File: config.mk
export PLATFORM = sky130hd
export DESIGN_NAME = string_fifo_avalon
export DESIGN_NICKNAME = d
export VERILOG_FILES = /design/src/rtl/string_fifo_pkg.sv /design/src/rtl/string_fifo_avalon_fifo_channel.sv /design/src/rtl/string_fifo_avalon.sv
export SDC_FILE = /design/constraint.sdc
export NUM_CORES = 1
export LEC_CHECK = 0
export CAP_MARGIN = 20
export CORE_MARGIN = 1
export CORE_UTILIZATION = 60
export DETAILED_ROUTE_END_ITERATION = 7
export MAX_ROUTING_LAYER = met4
export PLACE_DENSITY_LB_ADDON = 0.08
export SYNTH_ARGS = -nofsm -noshare
export SYNTH_HDL_FRONTEND = slang
export SYNTH_HIERARCHICAL = 1
export SYNTH_SLANG_ARGS = --single-unit
File: constraint.sdc
create_clock -name clk -period 10.05 [get_ports clk]
set_clock_uncertainty 0.1 [all_clocks]
set_input_delay 2.5125 -clock clk [delete_from_list [all_inputs] [get_ports clk]]
set_output_delay 2.5125 -clock clk [all_outputs]
set_load 0.01 [all_outputs]
File: src/rtl/string_fifo_pkg.sv
// Shared constants for the string FIFO bank: register offsets and bit positions.
package string_fifo_pkg;

    // Word offset of each register inside a channel's two-word window
    localparam int DATA_OFS = 0;
    localparam int STAT_OFS = 1;

    // STATUS read-back bit positions
    localparam int EMPTY_BIT = 16;
    localparam int FULL_BIT  = 17;
    localparam int OVF_BIT   = 18;
    localparam int UNF_BIT   = 19;

    // STATUS write (control) bit positions
    localparam int FLUSH_BIT = 0;
    localparam int CLR_BIT   = 1;

endpackage

File: src/rtl/string_fifo_avalon_fifo_channel.sv
// One circular FIFO channel with explicit occupancy count and sticky error flags.
// rdata is the combinational head word; the top registers it on a pop.
module fifo_channel #(
    parameter int DATA_W = 32,
    parameter int DEPTH  = 8,
    localparam int PTR_W = $clog2(DEPTH),
    localparam int CNT_W = $clog2(DEPTH) + 1
) (
    input  logic              clk,
    input  logic              reset,
    input  logic              push,
    input  logic              pop,
    input  logic              flush,
    input  logic              clr,
    input  logic [DATA_W-1:0] wdata,
    output logic [DATA_W-1:0] rdata,
    output logic [CNT_W-1:0]  count,
    output logic              empty,
    output logic              full,
    output logic              ovf,
    output logic              unf
);

    logic [DATA_W-1:0] mem [DEPTH];
    logic [PTR_W-1:0]  wr_ptr;
    logic [PTR_W-1:0]  rd_ptr;

    assign empty = (count == '0);
    assign full  = (count == CNT_W'(DEPTH));
    assign rdata = mem[rd_ptr];

    // Storage write; contents are intentionally left unreset
    always_ff @(posedge clk) begin
        if (push && !full && !flush) begin
            mem[wr_ptr] <= wdata;
        end
    end

    // Pointer and count update; only one of push/pop/flush is active per cycle
    always_ff @(posedge clk or negedge reset) begin
        if (!reset) begin
            wr_ptr <= '0;
            rd_ptr <= '0;
            count  <= '0;
        end else if (flush) begin
            wr_ptr <= '0;
            rd_ptr <= '0;
            count  <= '0;
        end else if (push && !full) begin
            wr_ptr <= wr_ptr + 1'b1;
            count  <= count + 1'b1;
        end else if (pop && !empty) begin
            rd_ptr <= rd_ptr + 1'b1;
            count  <= count - 1'b1;
        end
    end

    // Sticky error flags; a clear in the same cycle beats a new set
    always_ff @(posedge clk or negedge reset) begin
        if (!reset) begin
            ovf <= 1'b0;
            unf <= 1'b0;
        end else if (clr) begin
            ovf <= 1'b0;
            unf <= 1'b0;
        end else begin
            ovf <= ovf | (push & full);
            unf <= unf | (pop & empty);
        end
    end

endmodule

File: src/rtl/string_fifo_avalon.sv
// Avalon-MM slave bank of NUM_CH string FIFOs. Channel c owns DATA at 2c and
// STATUS at 2c+1; readdata is registered with one cycle of latency.
// Handshake: an access is a single cycle qualified by chipselect; a write wins
// over a simultaneous read, and readdata only changes on an accepted read.
module string_fifo_avalon
    import string_fifo_pkg::*;
#(
    parameter int DATA_W = 32,
    parameter int DEPTH  = 8,
    parameter int NUM_CH = 2,
    parameter int ADDR_W = 3,
    localparam int CNT_W = $clog2(DEPTH) + 1
) (
    input  logic                    clk,
    input  logic                    reset,
    input  logic                    chipselect,
    input  logic                    read,
    input  logic                    write,
    input  logic [ADDR_W-1:0]       address,
    input  logic [31:0]             writedata,
    output logic [31:0]             readdata,
    output logic [NUM_CH*CNT_W-1:0] ch_count,
    output logic [NUM_CH-1:0]       ch_empty,
    output logic [NUM_CH-1:0]       ch_full
);

    localparam logic [ADDR_W:0] ADDR_LIMIT = (ADDR_W + 1)'(2 * NUM_CH);

    logic              wr_acc;
    logic              rd_acc;
    logic              addr_ok;
    logic              is_stat;
    logic [ADDR_W-1:0] ch_idx;
    logic [31:0]       rd_next;

    logic [DATA_W-1:0] ch_rdata [NUM_CH];
    logic [CNT_W-1:0]  ch_cnt   [NUM_CH];
    logic [NUM_CH-1:0] ch_ovf;
    logic [NUM_CH-1:0] ch_unf;
    logic [31:0]       ch_stat  [NUM_CH];

    assign wr_acc  = chipselect & write;
    assign rd_acc  = chipselect & read & ~write;
    assign addr_ok = ({1'b0, address} < ADDR_LIMIT);
    assign is_stat = (address[0] == 1'(STAT_OFS));
    assign ch_idx  = address >> 1;

    for (genvar c = 0; c < NUM_CH; c++) begin : g_ch
        logic sel;
        assign sel = addr_ok && (ch_idx == ADDR_W'(c));

        fifo_channel #(
            .DATA_W (DATA_W),
            .DEPTH  (DEPTH)
        ) u_ch (
            .clk   (clk),
            .reset (reset),
            .push  (wr_acc & sel & ~is_stat),
            .pop   (rd_acc & sel & ~is_stat),
            .flush (wr_acc & sel & is_stat & writedata[FLUSH_BIT]),
            .clr   (wr_acc & sel & is_stat & writedata[CLR_BIT]),
            .wdata (writedata[DATA_W-1:0]),
            .rdata (ch_rdata[c]),
            .count (ch_cnt[c]),
            .empty (ch_empty[c]),
            .full  (ch_full[c]),
            .ovf   (ch_ovf[c]),
            .unf   (ch_unf[c])
        );

        assign ch_count[c*CNT_W +: CNT_W] = ch_cnt[c];

        // Status word assembly for this channel
        always_comb begin
            ch_stat[c]            = '0;
            ch_stat[c][CNT_W-1:0] = ch_cnt[c];
            ch_stat[c][EMPTY_BIT] = ch_empty[c];
            ch_stat[c][FULL_BIT]  = ch_full[c];
            ch_stat[c][OVF_BIT]   = ch_ovf[c];
            ch_stat[c][UNF_BIT]   = ch_unf[c];
        end
    end

    // Read mux: unmapped addresses and empty pops return zero
    always_comb begin
        rd_next = '0;
        for (int c = 0; c < NUM_CH; c++) begin
            if (addr_ok && (ch_idx == ADDR_W'(c))) begin
                if (is_stat) begin
                    rd_next = ch_stat[c];
                end else if (!ch_empty[c]) begin
                    rd_next = 32'(ch_rdata[c]);
                end
            end
        end
    end

    // Registered read data, updated only on an accepted read
    always_ff @(posedge clk or negedge reset) begin
        if (!reset) begin
            readdata <= '0;
        end else if (rd_acc) begin
            readdata <= rd_next;
        end
    end

endmodule

---- Yosys cells after proc, flatten, opt, wreduce, memory -nomap -nowiden ----
Memory sizes are Yosys's and may differ from the RTL's.
Index checks and enable logic that the tools add are counted.
word-level totals
  output and inout port bits .............. 44
  bits in latches ......................... 0
  memory bits (writable) .................. 512
  bits in read-only memories .............. 0
  memories ................................ 2
  flip-flop bits (word level) ............. 56
  bits of input ports ..................... 40
  word-level logic and storage cells ...... 109
memory list
  name              depth  width  read ports  clocked after memory_dff  wr ports  line                                   source
  g_ch[0].u_ch.mem  8      32     1           0                         1         string_fifo_avalon_fifo_channel.sv:24  logic [DATA_W-1:0] mem [DEPTH];
  g_ch[1].u_ch.mem  8      32     1           0                         1         string_fifo_avalon_fifo_channel.sv:24
cells by class
  magnitude comparators ................... 1
  multipliers ............................. 0
  add/sub/neg operators ................... 8
  multiplexer cells ....................... 30
  equality and inequality tests ........... 5
  bitwise gates (word level) .............. 27
  div/mod/pow operators ................... 0
  shift operators ......................... 0
  reductions and logical operators ........ 25
operators by type and width
  cell                   number
  $mux W32               6
  $mux W3                10
  $mux W4                6
  $and A1 B1 Y1          21
  $add A3 B1 Y3 const B  4
  $add A4 B1 Y4 const B  2
  $eq A4 B4 Y1 const B   2
  $logic_and A1 B1 Y1    8
  $logic_not A4 Y1       2
  $mux W1                8
  $reduce_bool A2 Y1     4
  $sub A4 B1 Y4 const B  2
  $logic_not A1 Y1       6
  $reduce_bool A3 Y1     2
  $ne A2 B1 Y1 const B   2
  $or A1 B1 Y1           4
  $reduce_and A2 Y1      2
  $logic_not A3 Y1       1
  $lt A3 B3 Y1 const B   1
  $eq A2 B1 Y1 const B   1
  $not A1 Y1             2

---- Longest topological paths before layout ----
Gate-level depths: netlist of run 1.
  word-level depth ........................ 9
  mapped depth ............................ 11
  gate-level depth less buffers ........... 8

---- Cells and area by module ----
The synthesis of run 1 kept the hierarchy.
modules (own cells, without submodules)
  module                        cells an instance  seq. area each (sq um)  times used  area each (sq um)
  fifo_channel at g_ch[1].u_ch  461                7987.7                  1           10456.3
  fifo_channel at g_ch[0].u_ch  452                7987.7                  1           10406.2
  string_fifo_avalon            176                800.8                   1           1716.6

---- Least setup slack after synthesis of run 1 ----
No wires, ideal clock.
  path kind ............................... input to register
  start ................................... input address[1]
  end ..................................... memory g_ch[0].u_ch.mem[0][0] (enable)
  stages on the path ...................... 7
  buffers on the path ..................... 3
  library setup time ...................... 0.513 ns
  required time ........................... 9.437 ns
  slack ................................... 2.699 ns
  data arrival time ....................... 6.738 ns
  cells stage by stage .................... buf_6 -> buf_2 -> inv_1 -> and4_1 -> clkbuf_2 -> nand2_2 -> nor4b_1
on the way
  cells in the longest elaborated chain, start to end .. 9
  elaborated cells between the ends (all ways) .. 12
  those cells by class .................... 1 x order compare; 2 x mux; 4 x bitwise; 5 x reduce/logical
ends and longest elaborated chain
  item                                              line                                                source
  start, declared                                   string_fifo_avalon.sv:19                            input logic [ADDR_W-1:0] address,
  $lt A3 B3 Y1 or $logic_not A3 Y1 (tied branches)  string_fifo_avalon.sv:44, string_fifo_avalon.sv:50
  $logic_and A1 B1 Y1 (*)                           string_fifo_avalon.sv:50                            assign sel = addr_ok && (ch_idx == ADDR_W'(c));
  $and A1 B1 Y1 (*)                                 string_fifo_avalon.sv:58, string_fifo_avalon.sv:60
  $and A1 B1 Y1 (2 in series)                       string_fifo_avalon.sv:60                            .flush (wr_acc & sel & is_stat & writedata[FLUSH_BIT]),
  $logic_not A1 Y1                                  string_fifo_avalon_fifo_channel.sv:34               if (push && !full && !flush) begin
  $logic_and A1 B1 Y1 (*)                           string_fifo_avalon_fifo_channel.sv:34
  $mux W1 (*)                                       string_fifo_avalon_fifo_channel.sv:34
  $mux W1 (implied by the code) (*)                 string_fifo_avalon_fifo_channel.sv:35               mem[wr_ptr] <= wdata;
  end, declared                                     string_fifo_avalon_fifo_channel.sv:24
Every way passes the cells marked *; elsewhere a longest branch is shown, timed or not.

---- Final worst setup path of run 1 ----
  start ................................... input address[0]
  end ..................................... memory g_ch[1].u_ch.mem[4][8] (enable)
on the way
  cells in the longest elaborated chain, start to end .. 9
  elaborated cells between the ends (all ways) .. 12
  those cells by class .................... 1 x order compare; 2 x mux; 5 x bitwise; 4 x reduce/logical
ends and longest elaborated chain
  item                               line                                                source
  $lt A3 B3 Y1                       string_fifo_avalon.sv:44                            assign addr_ok = ({1'b0, address} < ADDR_LIMIT);
  $logic_and A1 B1 Y1                string_fifo_avalon.sv:50
  $and A1 B1 Y1                      string_fifo_avalon.sv:58, string_fifo_avalon.sv:60
  $and A1 B1 Y1 (2 in series)        string_fifo_avalon.sv:60
  $logic_not A1 Y1                   string_fifo_avalon_fifo_channel.sv:34
  $logic_and A1 B1 Y1 (*)            string_fifo_avalon_fifo_channel.sv:34
  $mux W1 (*)                        string_fifo_avalon_fifo_channel.sv:34
  $mux W1 (implied by the code) (*)  string_fifo_avalon_fifo_channel.sv:35
  end, declared                      string_fifo_avalon_fifo_channel.sv:24
Marks and branches as above.

==> results by group, run 1 <==
Global routing
  • Initial antenna violation count: 1
  • First-pass GRT wire length: 70800 um
  • Largest net degree at the start of global routing: 67
  • Congestion Overflow GR: 0
  • Vias in the first global route: 11.4k
  • Total GRT Usage: 26.3%

Synth
  • Post-synthesis mux area share: 16.9%
  • Post-synthesis compound-gate area fraction: 3.04%
  • Post-synth ARST share: 9.86%
  • Warnings from Yosys: 6
  • Flip-flop and latch count after synthesis: 568
  • Ys flop type: edfxtp_1
  • Post-synth net total: 1139
  • Largest family of logic cells by synthesized area: multiplexers
  • Cells after Synth: 1089
  • Sequential share of the synthesized area: 74.3%
  • Number of enable flip-flop cells after synthesis: 512
  • Post-synthesis xor/xnor area fraction: 0.272%
  • Post-Synth Simple-Gate Area: 2.96%
  • Adder-cell share of the synthesized area: 0.621%
  • Synth Area per Inst: 20.7 um2
  • Cell variety after synth: 62
  • Mapped Area: 22600 um2

Setup path
  • CP max stage cell: clkdlybuf4s50_1
  • Crit-path cells: clkdlybuf4s50_1, nor2_1, and4_1, or4b_1, nor2_4, buf_4
  • Classification of the worst setup path: in -> reg
  • Worst path max stage delay: 0.84 ns
  • Max FO, Critical Path: 20
  • Setup crit start kind: primary input
  • CP Data Arrival Time: 5.86 ns
  • Endpoint type of the worst setup path: flip-flop
  • CP Data Required Time: 10.20 ns

Pwr
  • P_leak: 8.30 nW
  • Tot Pwr: 5.80 mW
  • Peak VDD IR: 153 uV
  • PD cells: 226 nW/um2

Floorplan
  • Core area: 36800 um2
  • Starting Density: 61.4%
  • Die area: 38400 um2
  • I/O Pins: 84
  • Die height: 196 um
  • Row cnt: 70
  • Die Wd: 196 um

STA
  • Max-slew headroom: 22.6%
  • Tmin final: 5.70 ns
  • RSZ-0062 raised after global routing: false
  • Fin crit share: 56.8%
  • Slew Viols, Final: 0
  • Transition time at the pin with the least slew margin: 1.16 ns
  • Fmax: 175 MHz
  • Final setup violation count: 0
  • Final setup TNS: 0 ns
  • Final hold violation count: 0

Clock tree
  • Root Driver: clkbuf_16
  • Hold buffer count at CTS: 0
  • Post-CTS resize count: 0
  • Clock Path Buffers: 3
  • CTS tree: yes
  • TritonCTS Buffers: 54
  • Later-pin clock latency in the skew report: 0.60 ns
  • CTS sink cnt: 568
  • Clock slew at reported path FFs: 0.06 ns
  • Number of H-tree levels: 2
  • Post-CTS Repair Setup Buffers: 0

Flow run
  • Maxcap violations: 0

Routing
  • Drt initial violations: 1003
  • Residual DRC: 0
  • Vias per cell: 6.46
  • TritonRoute pass-1 iters: 5
  • Routed wire length per instance: 27.6 um
  • Vias: 11.0k
  • ANT nets after route: 0
  • Drt total wl: 47000 um

Placement
  • DP Wirelength: 26300 um
  • Placed cell areas: 23900 um2
  • RePlAce Congestion: 0.815
  • IO buf count: 83

Cells and area
  • Post-Layout Inst Area: 25700 um2
  • Final nets: 1245
  • Layout cells sized above 1: 26.2%
  • Layout Area Growth over Synthesis: 13.6%
  • Most frequent cells in the layout: 512 x edfxtp_1, 115 x mux4_2, 82 x clkdlybuf4s50_1
  • Most common cell after layout, fill and taps aside: edfxtp_1

Status
  • Outcome: finished clean

Hold path
  • Hold Crit Class: reg -> reg
==> final timing paths <==
check	start	endpoint	slack, ns	cells after the start
max in group asynchronous	reset	g_ch[0].u_ch/rd_ptr[0]	7.15	2
worst min-delay path	readdata[25]	readdata[25]	0.38	2
worst max register to register	g_ch[0].u_ch/rd_ptr[0]	readdata[16]	6.66	5
min in group asynchronous	reset	readdata[23]	2.02	2
worst max-delay path	address[0]	g_ch[1].u_ch/mem[4][8]	4.35	6
worst min register to register	readdata[25]	readdata[25]	0.38	2
==> state kept, by name (all words and copies together), names as in the netlist <==
| name | flops |
|---|---|
| g_ch.u_ch/ovf | 2 |
| g_ch.u_ch/wr_ptr | 6 |
| g_ch.u_ch/count | 8 |
| g_ch.u_ch/unf | 2 |
| g_ch.u_ch/rd_ptr | 6 |
| g_ch.u_ch/mem | 512 |
| readdata | 32 |
==> layer usage <==
metal / track usage (%) / routed length, um / up-vias
li1: - / - / 4714
met1: 37.7 / 20400 / 5826
met2: 39.7 / 22300 / 400
met3: 3.92 / 2870 / 94
met4: 8.62 / 1440 / 0
met5: - / 0 / -
==> synthesized netlist by cell type (all sizes together) (9+ instances only) <==
cell | n | area, um2
edfxtp | 512 | 15400
mux4 | 128 | 2930
mux2 | 66 | 743
dfrtp | 56 | 1400
nand2 | 48 | 183
buf | 42 | 318
nor2 | 36 | 143
o21ai | 27 | 135
a22oi | 23 | 173
clkbuf | 20 | 76.3
inv | 13 | 48.8
mux2i | 13 | 130
a21oi | 9 | 45.0
a32o | 9 | 90.1
nor3 | 9 | 45.0
==> logic make-up after synthesis <==
kind of cell | Yosys count
flip-flops | 568
buffers and inverters | 75
adder cells (fa/ha/maj) | 10
AO/OA/AOI/OAI | 93
XOR/XNOR | 7
AND/OR/NAND/NOR | 129
multiplexers | 207
==> per-stage QoR <==
step	utilization, %	cells	setup WS (ns)	hold slack (ns)
after floorplan	-	1089	2.70	0.362
after global placement	65.0	1606	3.87	0.367
after detailed placement	65.0	1606	3.82	0.369
after CTS	69.7	1705	4.42	0.382
after global routing	69.8	1707	4.24	0.408
final	69.8	1707	4.35	0.376
==> final cells by class <==
| type | count | area, um2 |
|---|---|---|
| Sequential cell | 568 | 16800 |
| Fill cell | 2262 | 11100 |
| Multi-Input combinational cell | 446 | 5470 |
| Clock buffer | 68 | 1450 |
| Timing Repair Buffer | 112 | 1060 |
| Tap cell | 468 | 586 |
| Clock inverter | 31 | 268 |
| Inverter | 13 | 48.8 |
| Antenna cell | 1 | 2.50 |
==> where the power goes <==
part | switching, mW | internal (mW) | total (mW)
Clock | 0.836 | 1.12 | 1.95
Combinational | 0.474 | 0.573 | 1.05
Sequential | 0.158 | 2.64 | 2.80
Total | 1.47 | 4.34 | 5.80
==> worst max-delay path: cells and delay by family <==
kind,cells,cell delay (ns)
buf+inv,2,1.26
simple gates,4,2.06
Note: power is estimated with default switching activity, not from simulation.
==> inputs of run 2 (changes only) <==
- CORE_UTILIZATION: 60 -> 55
- clock period: 10.05 -> 4.9 ns (I/O delays scaled with it)
==> run 2 against run 1 <==
Clock-buffer cell count rose by 10. Sequential power rose by 110%. Clock power rose by 120%. Cell area rose by 1.5%. Combinational power rose by 110%.
==> results by group, run 2 (synthesis gave the netlist of run 1 again) <==
Status
  • Outcome: finished clean

STA
  • Max-slew headroom: 32.2%
  • Slew Viols, Final: 0
  • Transition time at the pin with the least slew margin: 1.02 ns
  • RSZ-0062 raised after global routing: false
  • Fin crit share: 77.3%
  • Final setup violation count: 0
  • Tmin final: 3.79 ns
  • Final setup TNS: 0 ns
  • Fmax: 264 MHz
  • Final hold violation count: 0

Placement
  • RePlAce Congestion: 0.844
  • IO buf count: 83
  • Placed cell areas: 24200 um2
  • DP Wirelength: 26700 um

Hold path
  • Hold Crit Class: reg -> reg

Global routing
  • Vias in the first global route: 11.4k
  • Initial antenna violation count: 1
  • GR Layer Usage met2: 37.4%
  • Congestion Overflow GR: 0
  • Largest net degree at the start of global routing: 51
  • Met1 Use GR: 33.6%
  • Routing usage on met3: 3.64%
  • Total GRT Usage: 24.3%
  • First-pass GRT wire length: 71300 um
  • Busiest grt layer: met2

Setup path
  • CP max stage cell: or4_1
  • Kind of cell adding the most delay to the critical path: buffers and inverters
  • Classification of the worst setup path: reg -> out
  • Crit path buf inv count: 2
  • CP Data Arrival Time: 2.46 ns
  • Max FO, Critical Path: 9
  • Endpoint type of the worst setup path: output pin
  • Setup crit start kind: flip-flop
  • Worst path max stage delay: 0.63 ns
  • Crit-path cells: or4_1, inv_1, clkdlybuf4s50_1
  • CP Data Required Time: 3.58 ns

Routing
  • Residual DRC: 0
  • ANT nets after route: 0
  • Vias per cell: 6.17
  • Routed wire length per instance: 26.6 um
  • Drt total wl: 47200 um
  • Vias: 11.0k
  • TritonRoute pass-1 iters: 6
  • Drt initial violations: 908

Floorplan
  • Die area: 41900 um2
  • Die height: 205 um
  • Core area: 40100 um2
  • Row cnt: 73
  • I/O Pins: 84
  • Starting Density: 56.3%
  • Die Wd: 205 um

Clock tree
  • CTS tree: yes
  • Post-CTS Repair Setup Buffers: 0
  • CTS sink cnt: 568
  • Number of H-tree levels: 2
  • Post-CTS resize count: 0
  • TritonCTS Buffers: 55
  • Root Driver: clkbuf_16
  • Clock slew at reported path FFs: 0.06 ns
  • Later-pin clock latency in the skew report: 0.60 ns
  • Hold buffer count at CTS: 0
  • Clock Path Buffers: 3

Cells and area
  • Layout Utilization: 64.9%
  • Layout Area Growth over Synthesis: 15.3%
  • Layout cells sized above 1: 27.0%
  • Most frequent cells in the layout: 512 x edfxtp_1, 115 x mux4_2, 82 x clkdlybuf4s50_1
  • Biggest regs: g_ch.u_ch/mem: 512 flops, readdata: 32 flops, g_ch.u_ch/count: 8 flops
  • Max reg flops: 512
  • Most flops, register: g_ch.u_ch/mem
  • Final nets: 1257
  • Post-Layout Inst Area: 26000 um2
  • Most common cell after layout, fill and taps aside: edfxtp_1

Flow run
  • Maxcap violations: 0

Pwr
  • PD cells: 471 nW/um2
  • P_leak: 8.43 nW
  • Peak VDD IR: 328 uV
## run 2: changes by cell type in the layout (fill, tap and decap cells not counted), sizes merged
cell      change
buf          +11
bufinv        +3
clkinv        -8
clkinvlp      -1
clkbuf       +10
## run 2: report_power, final
group	internal [mW]	switching, mW
clock network	2.57	1.72
logic	1.21	0.964
registers	5.42	0.382
total	9.20	3.07
## run 2: tightest hold or removal path: cells and delay by family (launching register included)
kind	cells	cell delay, ns
AOI/OAI and AO/OA	1	0.06
DFF	1	0.34
and+or+nand+nor	1	0.04
## run 2: metal layers
layer | up-vias | share of wire, %
met2 | 342 | 48
met3 | 76 | 5.4
li1 | 4723 | -
met5 | - | 0
met4 | 0 | 2.9
met1 | 5827 | 43
## run 2: stage by stage
stage	power [mW]	setup WS [ns]	instances	hold WS (ns)
5_1_grt	12.7	1.07	1779	0.413
6_report	12.3	1.11	1779	0.375
3_5_place_dp	8.10	0.718	1675	0.369
3_3_place_gp	8.08	0.778	1675	0.368
4_1_cts	12.4	1.08	1778	0.383
2_1_floorplan	7.37	-0.0123	1089	0.362
## run 2: final timing paths
| kind | startpoint | endpoint | cells past startpoint | slack (ns) |
|---|---|---|---|---|
| worst min register to register | readdata[28] | readdata[28] | 2 | 0.38 |
| worst max register to register | g_ch[0].u_ch/count[1] | g_ch[0].u_ch/count[3] | 7 | 1.97 |
| max in group asynchronous | reset | g_ch[0].u_ch/rd_ptr[0] | 2 | 3.07 |
| min in group asynchronous | reset | readdata[25] | 1 | 0.64 |
| worst max-delay path | g_ch[0].u_ch/count[1] | ch_empty[0] | 3 | 1.11 |
| worst min-delay path | readdata[28] | readdata[28] | 2 | 0.38 |
## run 2: layout make-up
cell class	instances	area [um2]
flip-flops and latches	568	16800
clock buffers	78	1560
repair buffers	123	1190
well taps	525	657
clock inverters	25	300
diodes	1	2.50
fillers	2691	14100
multi-input cells	446	5500
inverters	13	48.8
